--- src/rtl/rc_pkg.sv ---
// rc_pkg: shared types and constants for the remote command link.
package rc_pkg;
  typedef enum logic [1:0] {IDLE, HIGH, LOW} rc_state_t;
  localparam int FRAME_BITS = 10;
  localparam int BAUD_DIV_DEFAULT = 2604;
endpackage

--- src/rtl/rc_uart.sv ---
// rc_uart: 8N1 transmitter and receiver with a framing check on the stop bit.
module rc_uart import rc_pkg::*; #(
  parameter int BAUD_DIV = BAUD_DIV_DEFAULT
) (
  input  logic       clk,
  input  logic       rst,
  input  logic       trmt,
  input  logic [7:0] tx_data,
  output logic       tx_done,
  output logic       TX,
  input  logic       RX,
  output logic [7:0] rx_data,
  output logic       rx_rdy
);
  localparam int CW = $clog2(BAUD_DIV);
  localparam int BW = $clog2(FRAME_BITS);
  localparam logic [CW-1:0] FULL = CW'(BAUD_DIV - 1);
  localparam logic [CW-1:0] HALF = CW'(BAUD_DIV / 2 - 1);
  localparam logic [BW-1:0] LAST = BW'(FRAME_BITS - 1);
  logic tx_busy, tx_tick;
  logic [CW-1:0] tx_cnt;
  logic [BW-1:0] tx_bit;
  logic [FRAME_BITS-1:0] tx_shift;
  logic r1, r2, r3, rx_busy, rx_tick;
  logic [CW-1:0] rx_cnt;
  logic [BW-1:0] rx_bit;
  logic [7:0] rx_shift;
  assign tx_tick = tx_busy && tx_cnt == FULL;
  // the start bit is re-checked after half a bit, every later bit after a full bit
  assign rx_tick = rx_busy && rx_cnt == (rx_bit == '0 ? HALF : FULL);
  assign rx_rdy = rx_tick && rx_bit == LAST && r2;
  assign rx_data = rx_shift;
  always_ff @(posedge clk or posedge rst)
    if (rst) begin
      tx_busy <= 1'b0;
      tx_cnt <= '0;
      tx_bit <= '0;
      tx_shift <= '1;
      tx_done <= 1'b0;
      TX <= 1'b1;
    end else begin
      TX <= tx_busy ? tx_shift[0] : 1'b1;
      tx_done <= tx_tick && tx_bit == LAST;
      if (!tx_busy && trmt) begin
        tx_busy <= 1'b1;
        tx_shift <= {1'b1, tx_data, 1'b0};
      end else if (tx_tick) begin
        tx_cnt <= '0;
        tx_shift <= {1'b1, tx_shift[FRAME_BITS-1:1]};
        tx_bit <= tx_bit == LAST ? '0 : tx_bit + 1'b1;
        tx_busy <= tx_bit != LAST;
      end else if (tx_busy)
        tx_cnt <= tx_cnt + 1'b1;
    end
  always_ff @(posedge clk or posedge rst)
    if (rst) begin
      r1 <= 1'b1;
      r2 <= 1'b1;
      r3 <= 1'b1;
      rx_busy <= 1'b0;
      rx_cnt <= '0;
      rx_bit <= '0;
      rx_shift <= '0;
    end else begin
      r1 <= RX;
      r2 <= r1;
      r3 <= r2;
      if (!rx_busy)
        rx_busy <= r3 && !r2;
      else if (rx_tick) begin
        rx_cnt <= '0;
        if ((rx_bit == '0 && r2) || rx_bit == LAST) begin
          rx_busy <= 1'b0;
          rx_bit <= '0;
        end else
          rx_bit <= rx_bit + 1'b1;
        if (rx_bit != '0 && rx_bit != LAST)
          rx_shift <= {r2, rx_shift[7:1]};
      end else
        rx_cnt <= rx_cnt + 1'b1;
    end
endmodule

--- src/rtl/remote_comm.sv ---
// remote_comm: sends a 16-bit command as two UART bytes (high first) and captures the response byte.
module remote_comm import rc_pkg::*; #(
  parameter int BAUD_DIV = BAUD_DIV_DEFAULT
) (
  input  logic        clk,
  input  logic        rst,
  input  logic [15:0] cmd,
  input  logic        snd_cmd,
  input  logic        clr_resp_rdy,
  input  logic        RX,
  output logic        TX,
  output logic        cmd_snt,
  output logic [7:0]  resp,
  output logic        resp_rdy
);
  rc_state_t state, nxt;
  logic [15:0] hold;
  logic go, trmt, tx_done, rx_rdy, accept;
  logic [7:0] tx_data, rx_data;
  assign accept = state == IDLE && snd_cmd;
  always_ff @(posedge clk or posedge rst)
    if (rst) state <= IDLE;
    else state <= nxt;
  always_comb begin
    nxt = state;
    if (accept) nxt = HIGH;
    else if (state == HIGH && tx_done) nxt = LOW;
    else if (state == LOW && tx_done) nxt = IDLE;
  end
  always_comb begin
    trmt = go;
    tx_data = state == LOW ? hold[7:0] : hold[15:8];
  end
  // go is a one-cycle pulse on entry to HIGH or LOW, so each byte is requested once
  always_ff @(posedge clk or posedge rst)
    if (rst) begin
      hold <= '0;
      go <= 1'b0;
      cmd_snt <= 1'b0;
      resp <= '0;
      resp_rdy <= 1'b0;
    end else begin
      go <= accept || (state == HIGH && tx_done);
      if (accept) hold <= cmd;
      cmd_snt <= accept ? 1'b0 : (state == LOW && tx_done) ? 1'b1 : cmd_snt;
      if (rx_rdy) resp <= rx_data;
      resp_rdy <= rx_rdy || (resp_rdy && !(clr_resp_rdy || accept));
    end
  rc_uart #(.BAUD_DIV(BAUD_DIV)) u_uart (
    .clk(clk),
    .rst(rst),
    .trmt(trmt),
    .tx_data(tx_data),
    .tx_done(tx_done),
    .TX(TX),
    .RX(RX),
    .rx_data(rx_data),
    .rx_rdy(rx_rdy)
  );
endmodule

--- config.mk ---
export PLATFORM = sky130hd
export DESIGN_NAME = remote_comm
export DESIGN_NICKNAME = d
export VERILOG_FILES = /design/src/rtl/rc_pkg.sv /design/src/rtl/rc_uart.sv /design/src/rtl/remote_comm.sv
export SDC_FILE = /design/constraint.sdc
export NUM_CORES = 1
export LEC_CHECK = 0
export BUFFER_PORTS_ARGS = -buffer_cell sky130_fd_sc_hd__buf_2
export CAP_MARGIN = 0
export CORE_MARGIN = 3
export CORE_UTILIZATION = 45
export DETAILED_ROUTE_END_ITERATION = 12
export HOLD_SLACK_MARGIN = 0.12
export PLACE_DENSITY = 0.61
export SLEW_MARGIN = 20
export SYNTH_ARGS = -nofsm -noshare
export SYNTH_HDL_FRONTEND = slang
export SYNTH_SLANG_ARGS = --single-unit
export TNS_END_PERCENT = 30
--- constraint.sdc ---
create_clock -name clk -period 2.94 [get_ports clk]
set_clock_uncertainty 0.05 [all_clocks]
set_input_delay 0.588 -clock clk [delete_from_list [all_inputs] [get_ports clk]]
set_output_delay 0.588 -clock clk [all_outputs]
set_load 0.05 [all_outputs]
Yosys cells after proc, flatten, opt, wreduce, memory -nomap -nowiden

Index checks and enable logic that the tools add are counted.

Logic and storage cells: 83
Flip-flop bits (word level): 86
Input port bits: 21

Muxes and demuxes: 20
Bitwise logic cells: 1
Equality and inequality tests: 8
Add/subtract/negate cells: 4
Reductions and logical operators: 31

Operator list:

| cell                  | number |
|---|---|
| $mux 12               | 4 |
| $add 12x1->12 const B | 2 |
| $mux 10               | 2 |
| $logic_and 1x1->1     | 13 |
| $eq 12x12->1          | 1 |
| $eq 12x12->1 const B  | 1 |
| $add 4x1->4 const B   | 2 |
| $eq 4x4->1 const B    | 2 |
| $mux 1                | 8 |
| $mux 4                | 2 |
| $mux 8                | 1 |
| $ne 4x4->1 const B    | 2 |
| $mux 2                | 3 |
| $reduce_and 2->1      | 3 |
| $reduce_bool 2->1     | 3 |
| $logic_not 4->1       | 1 |
| $logic_or 1x1->1      | 4 |
| $reduce_bool 4->1     | 1 |
| $logic_not 1->1       | 3 |
| $reduce_and 3->1      | 1 |
| $reduce_bool 3->1     | 1 |
| $eq 2x1->1 const B    | 1 |
| $eq 2x2->1 const B    | 1 |
| $logic_not 2->1       | 1 |
| $not 1->1             | 1 |

Logic depth before layout (Yosys ltp)

Gate-level depths: netlist of the first run.

Word-level depth: 7
Mapped depth: 8
Gate-level depth less buffers: 6

Cells and area by module

Synthesis of the first run repeated with hierarchy kept, for this count alone.

Cells, all modules: 325
Area total of the unflattened synthesis: 3942.5 um^2

By module, submodules not included:

| module      | area each (um^2) | instances | cells each |
|---|---|---|---|
| rc_uart     | 2693.8           | 1         | 246 |
| remote_comm | 1248.7           | 1         | 79 |

Least setup slack after synthesis of the first run

No wires, ideal clock.

Path kind: reg2reg
Start point: register u_uart.rx_bit[0]
End point: register resp[0]
Cell stages (with the launch flop): 8
Period minus slack after synthesis: 2.432 ns
Buffers on the path: 1
Data required time: 2.765 ns
Library setup time: 0.125 ns
Path slack: 0.508 ns
Arrival: 2.258 ns
Cell sequence: dfrtp_1 -> inv_1 -> ha_1 -> nand2b_1 -> or4_1 -> buf_6 -> a2111oi_4 -> mux2_2

Cells in the longest elaborated chain, start to end: 6
Elaborated cells between the ends (all ways): 7
Those cells by class: eq/ne (2); mux (1); reduce/logical (4)

RTL lines:

| element                           | RTL line          | source |
|---|---|---|
| from (decl)                       | rc_uart.sv:26     | `logic [BW-1:0] rx_bit;` |
| from (signal assigned)            | rc_uart.sv:76     | `rx_bit <= rx_bit + 1'b1;` |
| $logic_not 4->1                   | rc_uart.sv:30     | `assign rx_tick = rx_busy && rx_cnt == (rx_bit == '0 ? HALF : FULL);` |
| $mux 12                           | rc_uart.sv:30     |  |
| $eq 12x12->1                      | rc_uart.sv:30     |  |
| $logic_and 1x1->1                 | rc_uart.sv:30     |  |
| $logic_and 1x1->1 * (2 in series) | rc_uart.sv:31     | `assign rx_rdy = rx_tick && rx_bit == LAST && r2;` |
| to (signal assigned)              | remote_comm.sv:46 | `if (rx_rdy) resp <= rx_data;` |
| to (decl)                         | remote_comm.sv:13 | `output logic [7:0] resp,` |

Every way passes the cells marked *; elsewhere a longest branch is shown, timed or not.
A chain may end at the register's enable or synchronous reset.

Worst setup path after layout of the first run

Start point: register u_uart.rx_bit[0]
End point: register resp[4]

The elaborated chain is that of the path after synthesis.

==> run_results.csv, run 1 <==
group,metric,value,unit
finish,stdcell_area,4290,um2
routing,drt_iter0_drc,142,
sta,tightest_slew,0.639,ns
finish,fill_cells,711,
global_routing,grt_pass1_wl,11700,um
sta,layout_min_cycle_time,2.54,ns
logic_synthesis,synth.cell_area,3810,um2
finish,seqCellArea,2140,um2
routing,first_pass_iters,4,
routing,wire_per_inst,13.7,um
placement,port_buffers,31,
die,core_area,7970,um2
sta,fmax,0.393,GHz
routing,vias,2502,
global_routing,gr-total-overflow,0,
critical_path,cp.arrival,2.74,ns
finish,diodes,0,
finish,final_cell_mix,"dfrtp_1, nand2_1, mux2_2, buf_2, nor2_1",
power_and_ir_drop,p_per_area,599,nW/um2
cts,holdBufCountCts,0,
logic_synthesis,synth_edf_count,0,
die,die_x,98.0,um
sta,holdWs,0.208,ns
placement,gp_congestion,0.777,
finish,drive_gt1_share,27.9,%
cts,cts_setup_buffers,0,
sta,period_share,86.5,%
hold_path,hold_class,"in2async",
logic_synthesis,netlist_instances,340,
routing,avgViaCountPerCell,5.19,
critical_path,timing.setup.critical_path_class,"reg2reg",
flow_run,max_cap_viol_count,0,
power_and_ir_drop,ir_worst_vdd,0.357,mV
logic_synthesis,synth_warnings,0,
critical_path,cp_max_fo,9,
cts,cts.repair.resized,0,
finish,multi_input_area,1570,um2
die,dieArea,9610,um2
placement,hpwl,4500,um
sta,rsz0062_at_grt,"no",
finish,layout_commonest_cell,"dfrtp_1",
finish,final_util,53.9,%
global_routing,antenna_found_initial,0,
cts,clock-sinks,85,
critical_path,endpoint_kind,"flop",
sta,relSlewSlack,57.3,%
finish,stdcell_count,482,
finish,final_nets,401,
logic_synthesis,ys_seq_elements,85,
critical_path,worstPathRequired,3.14,ns
cts,numCtsBuffers,9,
logic_synthesis,synthArstFlopShare,100,%
global_routing,grt_max_degree,36,
routing,finalWirelength,6600,um
cts,cts_tree,"yes",
sta,finalWorstSetupSlack,0.396,ns
placement,dp_cells,466,
cts,cts.clk_slew.worst_paths,0.10,ns
placement,placed_area,4100,um2
cts,clkLatencyLatePin,0.35,ns
power_and_ir_drop,p_leak,2.00,nW
logic_synthesis,syn_avg_cell_area,11.2,um2
critical_path,cp-start-kind,"flop",
global_routing,grtUsageTotal,14.6,%
power_and_ir_drop,finalPower,2.57,mW
cts,ctsHtreeMaxLevel,3,
sta,tns,0,ns
cts,clockBufferDepth,2,
die,io_pins,32,
die,die_h,98.0,um
logic_synthesis,seq_area_frac_synth,56.2,%
sta,slew_viol_final,0,
logic_synthesis,syn-num-nets,366,
logic_synthesis,synth_cell_types,44,
sta,finalHoldViolCount,0,
die,start_util,47.8,%
routing,drc,0,
global_routing,grt_pass1_vias,2510,
finish,area_delta_synth_final,12.6,%
outcome,status,"complete, no violations",
routing,ant_nets,0,
die,rows,32,
cts,root_buffer,"clkbuf_8",
logic_synthesis,yosys_most_used_dff,"dfrtp_1",
placement,post-place-ws,0.402,ns
sta,setup_viol,0,
metal layers:
metal / track usage (%) / vias to the layer above / part of all wire, %
li1: - / 1247 / -
met1: 20.5 / 1204 / 50
met2: 22.6 / 45 / 45
met3: 3.64 / 6 / 4.1
met4: 4.47 / 0 / 1.0
met5: 0 / - / 0
final cells by class:
class | instances | area share, %
flip-flops and latches | 85 | 49.9
multi-input cells | 229 | 36.5
repair buffers | 37 | 4.95
well taps | 102 | 2.97
clock buffers | 9 | 2.89
clock inverters | 7 | 1.54
inverters | 13 | 1.17
power breakdown:
| part | internal (mW) | total [mW] | switching, mW |
|---|---|---|---|
| combinational | 0.168 | 0.341 | 0.173 |
| clock | 0.327 | 0.788 | 0.461 |
| sequential | 1.32 | 1.44 | 0.122 |
| total | 1.82 | 2.57 | 0.756 |
path summary, 6_finish.rpt:
check / from / endpoint / slack (ns) / cells after the start
min in group clk: RX / u_uart.r1 / 0.28 / 1
max in group asynchronous: rst / u_uart.r2 / 1.93 / 3
min reg2reg: u_uart.r1 / u_uart.r2 / 0.31 / 0
max: u_uart.rx_bit[0] / resp[4] / 0.40 / 7
max reg2reg: u_uart.rx_bit[0] / resp[4] / 0.40 / 7
min: rst / u_uart.rx_bit[1] / 0.21 / 2
Yosys cell counts, drive strengths merged, types with 2 or more instances:
cell	instances	share of area, %
a2111oi	2	0.95
a211oi	3	0.72
a21o	2	0.39
a21oi	9	1.2
a31oi	9	1.5
and3	16	2.7
and4	2	0.46
buf	4	0.59
clkbuf	9	0.89
dfrtp	72	47
dfstp	13	9.0
ha	5	1.6
inv	13	1.3
mux2	34	10
mux2i	3	0.79
nand2	51	5.0
nand2b	7	1.1
nand3	7	0.92
nand4	8	1.3
nor2	16	1.6
nor2b	5	0.82
nor3	3	0.39
nor3b	2	0.39
nor4	3	0.49
o21ai	7	0.92
or3	2	0.33
xnor2	9	2.1
xor2	12	2.8
registers in the layout, summed over array words and instances (netlist names):
signal	count
u_uart.tx_done	1
cmd_snt	1
go	1
u_uart.TX	1
u_uart.rx_busy	1
state	2
u_uart.r1	1
u_uart.tx_busy	1
u_uart.rx_bit	4
u_uart.tx_bit	4
u_uart.r2	1
u_uart.tx_cnt	12
u_uart.r3	1
hold	16
u_uart.rx_data	8
u_uart.tx_shift	9
resp_rdy	1
u_uart.rx_cnt	12
resp	8
kinds of logic (layout without fill, tap and decap cells):
kind of cell / count (synthesis) / count (layout) / synth area share, %
simple gates: 129 / 129 / 17.0
compound gates: 37 / 37 / 6.69
xor+xnor: 21 / 21 / 4.82
fa+ha+maj: 5 / 5 / 1.64
mux: 37 / 37 / 10.8
buf+inv: 26 / 66 / 2.76
flops: 85 / 85 / 56.2
worst max-delay path: stages, from the launching register on:
cell and delay, ns:
dfrtp_1 0.43, inv_1 0.11, ha_1 0.17, nand2b_1 0.10, or4_1 0.68, a2111oi_4 0.33, buf_4 0.22, mux2_2 0.34
No activity file was read; power rests on OpenSTA's default activity.
==> run 2, diff against run 1 <==
--- a/config.mk
+++ b/config.mk
@@ -5,13 +5,13 @@
 export SDC_FILE = /design/constraint.sdc
 export NUM_CORES = 1
 export LEC_CHECK = 0
-export BUFFER_PORTS_ARGS = -buffer_cell sky130_fd_sc_hd__buf_2
 export CAP_MARGIN = 0
 export CORE_MARGIN = 3
 export CORE_UTILIZATION = 45
 export DETAILED_ROUTE_END_ITERATION = 12
+export DONT_BUFFER_PORTS = 1
 export HOLD_SLACK_MARGIN = 0.12
-export PLACE_DENSITY = 0.61
+export PLACE_DENSITY = 0.58
 export SLEW_MARGIN = 20
 export SYNTH_ARGS = -nofsm -noshare
 export SYNTH_HDL_FRONTEND = slang
==> constraint.sdc (replaced) <==
create_clock -name clk -period 2.94 [get_ports clk]
set_clock_uncertainty 0.05 [all_clocks]
set_input_delay 0.147 -clock clk [delete_from_list [all_inputs] [get_ports clk]]
set_output_delay 0.147 -clock clk [all_outputs]
set_load 0.05 [all_outputs]
==> run_results.csv, run 2 (same netlist as run 1, synthesis figures left out) <==
group,metric,value,unit
outcome,status,"complete, no violations",
sta,tns,0,ns
critical_path,endpoint_kind,"flop",
sta,period_share,85.7,%
placement,gp_congestion,0.781,
finish,stdcell_area,4350,um2
global_routing,antenna_found_initial,0,
cts,cts_setup_buffers,0,
finish,diodes,0,
critical_path,worstPathRequired,3.13,ns
cts,clock-sinks,85,
critical_path,crit_chain,"inv_1 -> ha_1 -> nand2b_1 -> or4_1 -> a2111oi_4 -> buf_4 -> mux2_2",
cts,holdBufCountCts,20,
power_and_ir_drop,seq_power_share,54.9,%
finish,reg.largest.list,"hold x16, u_uart.rx_cnt x12, u_uart.tx_cnt x12",
routing,first_pass_iters,4,
die,core_area,7970,um2
cts,root_buffer,"clkbuf_8",
power_and_ir_drop,ir_worst_vdd,0.409,mV
critical_path,rr_worst_depth,7,
die,io_pins,32,
placement,hpwl,4510,um
routing,finalWirelength,6640,um
power_and_ir_drop,power_switching,717,uW
cts,cts_tree,"yes",
sta,relSlewSlack,52.0,%
sta,fmax,0.397,GHz
critical_path,max_stage_delay,0.67,ns
finish,largest_reg_flops,16,
power_and_ir_drop,switching_share,27.2,%
critical_path,timing.setup.critical_path_class,"reg2reg",
cts,ctsHtreeMaxLevel,3,
routing,wire_per_inst,14.1,um
placement,dp_cells,436,
routing,drc,0,
power_and_ir_drop,pwr-share-clk,32.1,%
global_routing,grtUsageTotal,15.1,%
routing,ant_nets,0,
sta,finalHoldViolCount,0,
die,start_util,47.8,%
finish,top_register,"hold",
sta,holdWs,0.293,ns
global_routing,grt_pass1_wl,11900,um
sta,setup_viol,0,
hold_path,min_path_cells,1,
routing,avgViaCountPerCell,5.25,
finish,area_delta_synth_final,14.1,%
flow_run,max_cap_viol_count,0,
die,rows,32,
finish,fill_cells,679,
critical_path,slowest_stage,"or4_1",
power_and_ir_drop,p_per_area,606,nW/um2
power_and_ir_drop,p_leak,1.95,nW
die,die_h,98.0,um
critical_path,cp_max_fo,9,
critical_path,cp-start-kind,"flop",
die,dieArea,9610,um2
routing,vias,2477,
routing,drt_iter0_drc,106,
cts,cts.repair.resized,0,
sta,rsz0062_at_grt,"no",
global_routing,gr-total-overflow,0,
finish,drive_gt1_share,20.5,%
finish,final_nets,391,
finish,final_cell_mix,"dfrtp_1, nand2_1, mux2_2, dlygate4sd3_1, nor2_1",
cts,cts.clk_slew.worst_paths,0.09,ns
cts,clkLatencyLatePin,0.35,ns
cts,numCtsBuffers,9,
die,die_x,98.0,um
hold_path,hold_class,"in2reg",
power_and_ir_drop,pwr-share-comb,13.0,%
sta,tightest_slew,0.719,ns
power_and_ir_drop,power.internal,1.92,mW
global_routing,grt_pass1_vias,2531,
global_routing,grt_max_degree,44,
finish,stdcell_count,472,
placement,placed_area,3940,um2
cts,clockBufferDepth,2,
sta,layout_min_cycle_time,2.52,ns
sta,slew_viol_final,0,
finish,layout_commonest_cell,"dfrtp_1",
critical_path,cp.arrival,2.71,ns
placement,port_buffers,0,
-- run 2: changes by cell type in the layout (fill, tap and decap cells not counted), sizes merged --
cell / change
buf: -30
dlygate4sd3: +20
inv: -2
bufinv: +1
clkbuf: +1
clkinv: +1
clkinvlp: -1
-- run 2: final timing paths --
kind                                  startpoint  slack, ns                 end
worst max-delay path            u_uart.rx_bit[0]       0.42             resp[5]
max in group asynchronous                    rst       1.72  u_uart.tx_shift[7]
worst max register to register  u_uart.rx_bit[0]       0.42             resp[5]
worst min register to register         u_uart.r1       0.31           u_uart.r2
min in group asynchronous                    rst       0.30             hold[9]
worst min-delay path                          RX       0.29           u_uart.r1
-- run 2: routing by layer --
metal / track usage [%] / vias up / part of all wire [%]
met4: 6.39 / 0 / 1.8
li1: - / 1233 / -
met3: 3.07 / 11 / 3.4
met2: 22.4 / 38 / 45
met5: 0 / - / 0
met1: 21.5 / 1195 / 50
-- run 2: worst max-delay path, delay by kind of cell (launching register included) --
kind                       cells  cell delay (ns)
buffers and inverters          2             0.33
DFF                            1             0.42
muxes                          1             0.35
adders and majority gates      1             0.17
and+or+nand+nor                2             0.77
AOI/OAI and AO/OA              1             0.33
-- run 2: cell type report --
type,count,area (um2),area share (%)
tap,102,128,2.93
inverter,13,50.0,1.15
clock inverter,6,70.1,1.61
multi-input combinational,229,1570,36.1
timing repair buffer,27,253,5.81
sequential,85,2140,49.3
clock buffer,10,138,3.16
-- run 2: power by group through the flow --
stage               registers [mW]  logic, mW  clock network [mW]
CTS                           1.45      0.344               0.886
detailed placement            1.47      0.324                   0
global route                  1.47      0.397               0.940
global placement              1.47      0.317                   0
finish                        1.45      0.342               0.847
floorplan                     1.42      0.291                   0
-- run 2: metrics by stage --
stage | util, % | setup WS [ns] | total power [mW]
floorplan | - | 0.508 | 1.72
global placement | 49.5 | 0.484 | 1.78
detailed placement | 49.5 | 0.423 | 1.79
CTS | 54.6 | 0.408 | 2.68
global route | 54.6 | 0.275 | 2.81
finish | 54.6 | 0.421 | 2.64
==> run 3, diff against run 2 <==
--- a/config.mk
+++ b/config.mk
@@ -5,15 +5,18 @@
 export SDC_FILE = /design/constraint.sdc
 export NUM_CORES = 1
 export LEC_CHECK = 0
+export ABC_AREA = 1
 export CAP_MARGIN = 0
+export CELL_PAD_IN_SITES_DETAIL_PLACEMENT = 2
+export CELL_PAD_IN_SITES_GLOBAL_PLACEMENT = 2
 export CORE_MARGIN = 3
-export CORE_UTILIZATION = 45
+export CORE_UTILIZATION = 35
 export DETAILED_ROUTE_END_ITERATION = 12
 export DONT_BUFFER_PORTS = 1
 export HOLD_SLACK_MARGIN = 0.12
-export PLACE_DENSITY = 0.58
+export PLACE_DENSITY = 0.71
 export SLEW_MARGIN = 20
 export SYNTH_ARGS = -nofsm -noshare
 export SYNTH_HDL_FRONTEND = slang
 export SYNTH_SLANG_ARGS = --single-unit
-export TNS_END_PERCENT = 30
+export TNS_END_PERCENT = 20
==> run_results.csv, run 3 <==
group,metric,value,unit
placement,dp_cells,616,
cts,ctsHtreeMaxLevel,3,
critical_path,timing.setup.critical_path_class,"reg2reg",
die,die_h,114,um
logic_synthesis,seq_area_frac_synth,52.2,%
die,rows,38,
logic_synthesis,synthTopCellsByArea,"dfrtp_1, nand2_1, dfstp_2",
logic_synthesis,synth.largest_area_cell,"dfrtp_1",
logic_synthesis,syn_avg_cell_area,8.54,um2
routing,drt_iter0_drc,142,
critical_path,rr_endpoint,"hold[15]",
finish,stdcell_area,4800,um2
critical_path,worstPathRequired,3.17,ns
sta,fmax,0.448,GHz
hold_path,hold_class,"in2async",
die,io_pins,32,
placement,port_buffers,0,
sta,period_share,76.0,%
power_and_ir_drop,ir_worst_vdd,0.604,mV
logic_synthesis,synth.cell_area,4110,um2
finish,layout_commonest_cell,"nand2_1",
logic_synthesis,syn-num-nets,507,
critical_path,slowest_stage,"dlygate4sd3_1",
cts,clock-sinks,85,
sta,rsz0062_at_grt,"no",
sta,setup_viol,0,
critical_path,cp-start-kind,"flop",
critical_path,crit_chain,"inv_1 -> nand2_1 -> nor2_2 -> nand2_1 -> dlygate4sd3_1 -> o21ai_0 -> dlygate4sd3_1",
sta,finalHoldViolCount,0,
placement,gp_congestion,0.749,
sta,tns,0,ns
placement,placed_area,4250,um2
routing,drc,0,
global_routing,antenna_found_initial,0,
logic_synthesis,synth_warnings,0,
finish,final_util,43.0,%
critical_path,cp.arrival,2.47,ns
critical_path,path_buf_inv,3,
global_routing,grtUsageTotal,17.7,%
sta,tightest_slew,0.656,ns
finish,largest_reg_flops,16,
flow_run,max_cap_viol_count,0,
global_routing,grt_pass1_wl,18200,um
sta,relSlewSlack,56.2,%
logic_synthesis,synth_top_cell_area_share,43.8,%
logic_synthesis,synth_edf_count,0,
logic_synthesis,yosys_most_used_dff,"dfrtp_1",
cts,root_buffer,"clkbuf_16",
power_and_ir_drop,p_leak,2.30,nW
outcome,status,"complete, no violations",
critical_path,path_depth,7,
die,core_area,11200,um2
die,die_x,114,um
logic_synthesis,synth_common_cells,"nand2_1, dfrtp_1, nor2_1",
global_routing,gr-total-overflow,0,
routing,finalWirelength,10400,um
logic_synthesis,ys_seq_elements,85,
finish,reg.largest.list,"hold x16, u_uart.rx_cnt x12, u_uart.tx_cnt x12",
critical_path,r2r-start,"state[1]",
cts,cts_setup_buffers,0,
logic_synthesis,synthArstFlopShare,100,%
finish,diodes,0,
global_routing,grt_pass1_vias,3735,
critical_path,rr_worst_depth,7,
finish,area_delta_synth_final,16.9,%
finish,final_cell_mix,"nand2_1, dfrtp_1, nor2_1, inv_1, dlygate4sd3_1",
finish,top_register,"hold",
routing,first_pass_iters,4,
die,start_util,36.8,%
power_and_ir_drop,p_per_area,581,nW/um2
routing,ant_nets,0,
sta,holdWs,0.294,ns
sta,layout_min_cycle_time,2.23,ns
cts,clkLatencyLatePin,0.34,ns
critical_path,endpoint_kind,"flop",
cts,clockBufferDepth,2,
placement,post-place-ws,1.11,ns
die,dieArea,13100,um2
cts,cts.clk_slew.worst_paths,0.07,ns
logic_synthesis,synth_cell_types,35,
logic_synthesis,synth.most_common_cell,"nand2_1",
critical_path,rrSetupSlack,0.71,ns
critical_path,max_stage_delay,0.56,ns
sta,finalWorstSetupSlack,0.706,ns
logic_synthesis,netlist_instances,481,
routing,wire_per_inst,15.9,um
cts,numCtsBuffers,9,
global_routing,grt_max_degree,54,
critical_path,cp_top_family,"buffers and inverters",
finish,drive_gt1_share,14.1,%
placement,hpwl,7240,um
finish,final_nets,537,
routing,avgViaCountPerCell,4.95,
routing,vias,3249,
finish,stdcell_count,656,
critical_path,cp_max_fo,7,
cts,cts_tree,"yes",
sta,slew_viol_final,0,
power_and_ir_drop,finalPower,2.79,mW
[run 3: layout make-up]
| class | count | area [um2] |
|---|---|---|
| multi-input combinational | 329 | 1680 |
| sequential | 85 | 2140 |
| fill | 1209 | 6370 |
| clock buffer | 10 | 229 |
| tap | 140 | 175 |
| timing repair buffer | 26 | 268 |
| inverter | 60 | 226 |
| clock inverter | 6 | 87.6 |
[run 3: worst max-delay path by stage]
stage | slack [ns] | startpoint | end
global route | 0.59 | state[1] | hold[15]
CTS | 0.75 | state[1] | hold[15]
detailed placement | 1.11 | u_uart.tx_busy | u_uart.tx_shift[4]
global placement | 1.19 | u_uart.rx_bit[0] | resp[2]
floorplan | 0.57 | rst | cmd_snt
finish | 0.71 | state[1] | hold[15]
[run 3: report_power, final]
| group | switching, mW | internal [mW] | total [mW] |
|---|---|---|---|
| registers | 0.0667 | 1.23 | 1.29 |
| clock network | 0.476 | 0.743 | 1.22 |
| logic | 0.172 | 0.106 | 0.278 |
[run 3: what timing repair did]
action                                 CTS  global route
resized for setup                        0             0
endpoints found under the hold margin   51             0
setup endpoints to repair                0             0
hold buffers                            24             0
[run 3: logic make-up after synthesis]
logic type / synth area share [%]
xor gates and xnor gates: 1.92
buffers and inverters: 7.06
DFF: 52.2
adders and majority gates: 1.52
AOI/OAI and AO/OA: 9.93
and+or+nand+nor: 27.4
[run 3: metal layers]
layer	share of wire (%)	vias to the layer above	global-route usage, %
li1	-	1588	-
met1	45	1624	21.6
met2	52	27	30.6
met3	2.0	10	4.28
met4	1.6	0	6.02
met5	0	-	0
